File: config.mk
export PLATFORM = sky130hd
export DESIGN_NAME = acc_wrap_monitor
export DESIGN_NICKNAME = d
export VERILOG_FILES = /design/src/rtl/acc_mon_pkg.sv /design/src/rtl/wrap_counter.sv /design/src/rtl/acc_wrap_monitor.sv
export SDC_FILE = /design/constraint.sdc
export NUM_CORES = 1
export LEC_CHECK = 0
export BUFFER_PORTS_ARGS = -buffer_cell sky130_fd_sc_hd__buf_2
export CORE_MARGIN = 3
export CORE_UTILIZATION = 48
export DETAILED_ROUTE_END_ITERATION = 8
export HOLD_SLACK_MARGIN = 0.1
export PLACE_DENSITY = 0.79
export SLEW_MARGIN = 10
export SYNTH_ARGS = -nofsm -noshare
export SYNTH_HDL_FRONTEND = slang
export SYNTH_SLANG_ARGS = --single-unit
File: constraint.sdc
create_clock -name clk -period 3.85 [get_ports clk]
set_input_delay 0.5775 -clock clk [delete_from_list [all_inputs] [get_ports clk]]
set_output_delay 0.5775 -clock clk [all_outputs]
set_load 0.01 [all_outputs]
File: src/rtl/acc_mon_pkg.sv
// Shared types and defaults for the accumulator wrap monitor.
// Build option: ACC_MON_PEAK_EN enables the run peak tracker.
package acc_mon_pkg;

  localparam int WRAP_W_DEF = 8;
  localparam int ACC_W_DEF  = 6;
  localparam int EXT_W      = WRAP_W_DEF + ACC_W_DEF;

  typedef enum logic [1:0] {
    S_IDLE   = 2'd0,
    S_RUN    = 2'd1,
    S_ALARM  = 2'd2,
    S_REPORT = 2'd3
  } mon_state_e;

endpackage

File: src/rtl/wrap_counter.sv
// Saturating wrap counter with clear, increment and sticky
// saturation flag; exposes next value for same-edge snapshots.
import acc_mon_pkg::*;

module wrap_counter #(
  parameter int W = WRAP_W_DEF
) (
  input  logic         clk,
  input  logic         i_rst_n,
  input  logic         clr_i,
  input  logic         inc_i,
  output logic [W-1:0] cnt_o,
  output logic [W-1:0] nxt_o,
  output logic         sat_o
);

  logic [W-1:0] cnt_q, cnt_d;
  logic         sat_q, sat_d;

  // Next count: clear wins, increments stop at all-ones.
  always_comb begin
    cnt_d = cnt_q;
    sat_d = sat_q;
    if (clr_i) begin
      cnt_d = '0;
      sat_d = 1'b0;
    end else if (inc_i) begin
      if (&cnt_q) sat_d = 1'b1;
      else        cnt_d = cnt_q + 1'b1;
    end
  end

  // Count and sticky flag registers.
  always_ff @(posedge clk or negedge i_rst_n) begin
    if (!i_rst_n) begin
      cnt_q <= '0;
      sat_q <= 1'b0;
    end else begin
      cnt_q <= cnt_d;
      sat_q <= sat_d;
    end
  end

  assign cnt_o = cnt_q;
  assign nxt_o = cnt_d;
  assign sat_o = sat_q;

endmodule

File: src/rtl/acc_wrap_monitor.sv
// Extends an upstream accumulator with a wrap count, alarm and report.
// Build option: ACC_MON_PEAK_EN adds the per-run peak register.
import acc_mon_pkg::*;

module acc_wrap_monitor #(
  parameter int WRAP_W = WRAP_W_DEF,
  parameter int ACC_W  = ACC_W_DEF
) (
  input  logic                    clk,
  input  logic                    i_rst_n,
  input  logic [ACC_W-1:0]        i_acc_data,
  input  logic                    i_acc_carry,
  input  logic                    i_start,
  input  logic                    i_stop,
  input  logic [WRAP_W-1:0]       i_thr,
  input  logic                    i_rpt_ready,
  output logic [WRAP_W+ACC_W-1:0] o_ext_data,
  output logic [WRAP_W-1:0]       o_wrap_cnt,
  output logic                    o_busy,
  output logic                    o_alarm,
  output logic                    o_sat,
  output logic                    o_rpt_valid,
  output logic [WRAP_W+ACC_W-1:0] o_rpt_data,
  output logic [ACC_W-1:0]        o_peak
);

  localparam int XW = WRAP_W + ACC_W;

  mon_state_e         state_q;
  logic               busy_q, alarm_q, rv_q;
  logic [XW-1:0]      rd_q;
  logic               running, clr, inc;
  logic [WRAP_W-1:0]  cnt, nxt;

  assign running = (state_q == S_RUN) || (state_q == S_ALARM);
  assign clr     = (state_q == S_IDLE) && i_start;
  assign inc     = running && i_acc_carry;

  wrap_counter #(.W(WRAP_W)) u_cnt (
    .clk     (clk),
    .i_rst_n (i_rst_n),
    .clr_i   (clr),
    .inc_i   (inc),
    .cnt_o   (cnt),
    .nxt_o   (nxt),
    .sat_o   (o_sat)
  );

  // Control FSM with registered status and report outputs.
  always_ff @(posedge clk or negedge i_rst_n) begin
    if (!i_rst_n) begin
      state_q <= S_IDLE;
      busy_q  <= 1'b0;
      alarm_q <= 1'b0;
      rv_q    <= 1'b0;
      rd_q    <= '0;
    end else begin
      unique case (state_q)
        S_IDLE: begin
          if (i_start) begin
            state_q <= S_RUN;
            busy_q  <= 1'b1;
          end
        end
        S_RUN, S_ALARM: begin
          if (i_stop) begin
            state_q <= S_REPORT;
            busy_q  <= 1'b0;
            alarm_q <= 1'b0;
            rv_q    <= 1'b1;
            rd_q    <= {nxt, i_acc_data};
          end else if (state_q == S_RUN && i_thr != '0
                       && nxt >= i_thr) begin
            state_q <= S_ALARM;
            alarm_q <= 1'b1;
          end
        end
        S_REPORT: begin
          if (i_rpt_ready) begin
            state_q <= S_IDLE;
            rv_q    <= 1'b0;
          end
        end
        default: state_q <= S_IDLE;
      endcase
    end
  end

`ifdef ACC_MON_PEAK_EN
  logic [ACC_W-1:0] peak_q;

  // Track the largest accumulator value seen during a run.
  always_ff @(posedge clk or negedge i_rst_n) begin
    if (!i_rst_n) begin
      peak_q <= '0;
    end else if (clr) begin
      peak_q <= '0;
    end else if (running && i_acc_data > peak_q) begin
      peak_q <= i_acc_data;
    end
  end

  assign o_peak = peak_q;
`else
  assign o_peak = '0;
`endif

  assign o_ext_data  = {cnt, i_acc_data};
  assign o_wrap_cnt  = cnt;
  assign o_busy      = busy_q;
  assign o_alarm     = alarm_q;
  assign o_rpt_valid = rv_q;
  assign o_rpt_data  = rd_q;

endmodule

==> out/results.ini <==
[setup_path]
endpoint_kind=register
critPathSlowestCell=ha_1
cp-start-kind=register
cp_top_family=compound AO/OA/AOI/OAI gates
cp_num_buf_inv=1
critical_path_class=reg2reg
r2r_start=state_q[0]
cp-startpoint=state_q[0]
r2r-end=state_q[0]
path_cells=inv_1, ha_1, nand2_4, a41o_4, or3_1, xor2_1, nor2_1, ha_1, nand4_1, a221oi_1, o211ai_1, a41o_1
critPathArrivalTime_ps=3530
cp_common_cell=ha_1
critical_path.max_stage_delay_ps=480
r2r_slack_ps=570
ff2ff_path_depth=12
path_max_fanout=9
cp.required_ps=4100

[global_routing]
grtUsageMet3_pct=1.73
met1_usage_pct=22.9
grt_pass1_vias=1168
grt_max_degree=29
grt.overflow.total=0
grt.busiest_layer=met2
grt_use_met2_pct=26.9
track_usage_pct=16.6
antenna_found_initial=0
grt_pass1_wl_mm=5.51

[logic_synthesis]
ys_types=34
synth_edf_count=0
synthDominantCellAreaShare_pct=42.2
synthCells=171
synth_area_sq_um=1660
syn_avg_cell_area_sq_um=9.70
ys.flop_type=dfrtp_1
seq_area_frac_synth_pct=42.2
yosys_warnings=0
synth_common_cells=28 x dfrtp_1, 22 x buf_4, 21 x nand2_1
ys_async_sr_fraction_pct=100
synth_area_leaders=dfrtp_1 42%, buf_4 10%, ha_1 9.0%
synth_most_common_cell=dfrtp_1
ys_ff_latch=28
yosysTopAreaCell=dfrtp_1

[route]
first_pass_iters=4
first_iter_violations=64
ant_nets=0
vias_per_cell=5.07
wl_mm=3.41
wl_per_cell_um=13.2
vias=1313
drc=0

[cts]
clockBufferDepth=2
hold_buffers=0
cts_tree=done
clk_pin_slew_worst_paths_ps=160
cts_setup_buffers=0
post_cts_resized=0
numClockSinks=28
cts_made_buffers=3
root_buffer=clkbuf_4
clk_latency_ps=340
h-tree-depth=1

[sta]
setup_tns_ps=0
slew_violations=0
post-route-period-util_pct=85.2
max_freq_mhz=305
rsz0062_at_grt=false
finalSetupViolCount=0
whs_ps=221
fin_crit_ps=3280
maxSlewHeadroom_pct=48.4
finClkSkew_ps=11.0
tightest_slew_ps=772
hold_viol=0

[final_layout]
num-fill-cells=306
fin_util_pct=60.0
area_delta_synth_final_pct=15.0
drive_gt1_share_pct=35.3
nets=248
n_antenna_cell=0

[placed_design]
gp_congestion=0.837
dp_hpwl_mm=2.67
io_buffers=59

[floorplanning]
die_x_um=64.8
start_util_pct=52.2
die_h_um=64.8
core_area_sq_um=3180
io_pins=66
die_area_sq_um=4200
rows=20

[run_status]
status=complete, no violations

[run]
maxCapViolCount=0

[pwr]
ir_drop_mv=0.246
power.density_nw_per_um2=664
leakage_nw=1.03
fin_total_pwr_mw=1.27

[worst_hold_path]
hold_path.class=in2async

## how the worst max path moves through the flow
stage,to,slack (ps),depth (start not counted)
floorplan,state_q[0],960,11
global placement,state_q[0],750,12
detailed placement,state_q[0],640,12
CTS,state_q[0],610,12
global route,state_q[0],370,12
finish,state_q[0],570,12
## final cells by class
class                      count  area (sq um)  share of cell area, %
tap                           44          55.1                   2.89
inverter                      16          60.1                   3.15
clock buffer                   3          22.5                   1.18
multi-input combinational    108           744                   39.0
clock inverter                 1          30.0                   1.57
sequential                    28           701                   36.7
timing repair buffer          59           295                   15.5
## placed cells by master, fill, tap and decap left out, types with 3 or more instances in the layout
master / n
a21oi_1: 3
buf_2: 59
clkbuf_4: 3
conb_1: 6
dfrtp_1: 28
ha_1: 12
inv_1: 16
mux2_2: 8
mux2i_1: 3
nand2_1: 21
nand3_1: 5
nor2_1: 11
nor3_1: 3
o21ai_0: 11
xnor2_1: 3
## per-stage QoR
| stage | cells | area, sq um | setup slack (ps) |
|---|---|---|---|
| after floorplan | 176 | 1680 | 963 |
| after global placement | 255 | 1860 | 751 |
| after detailed placement | 255 | 1860 | 638 |
| after CTS | 259 | 1910 | 613 |
| after global routing | 259 | 1910 | 371 |
| final | 259 | 1910 | 569 |
## state kept, by name (all words and copies together) (netlist names)
signal / flops
o_alarm: 1
o_busy: 1
o_rpt_data: 14
o_rpt_valid: 1
state_q: 2
u_cnt.cnt_o: 8
u_cnt.sat_o: 1
## per-layer routing
metal  routed length (um)  part of all wire (%)
met1                 1520                    45
met2                 1620                    48
met3                  214                   6.3
met4                   48                   1.4
met5                    0                     0
## cells by family (layout without fill, tap and decap cells)
logic type	after synthesis	in the layout	share of synthesized area, %
AND/OR/NAND/NOR	51	51	14.6
AO/OA/AOI/OAI	24	24	10.6
flip-flops	28	28	42.2
multiplexers	11	11	7.24
buffers and inverters	40	79	14.0
adder cells (fa/ha/maj)	12	12	9.05
other	1	6	0.226
XOR/XNOR	4	4	2.11
## report_power, final
| group | internal [mW] | switching (mW) | leakage (nW) |
|---|---|---|---|
| Combinational | 0.259 | 0.352 | 0.645 |
| Sequential | 0.388 | 0.0735 | 0.360 |
| Clock | 0.105 | 0.0893 | 0.0279 |
Power figures use the tool's default switching activity.
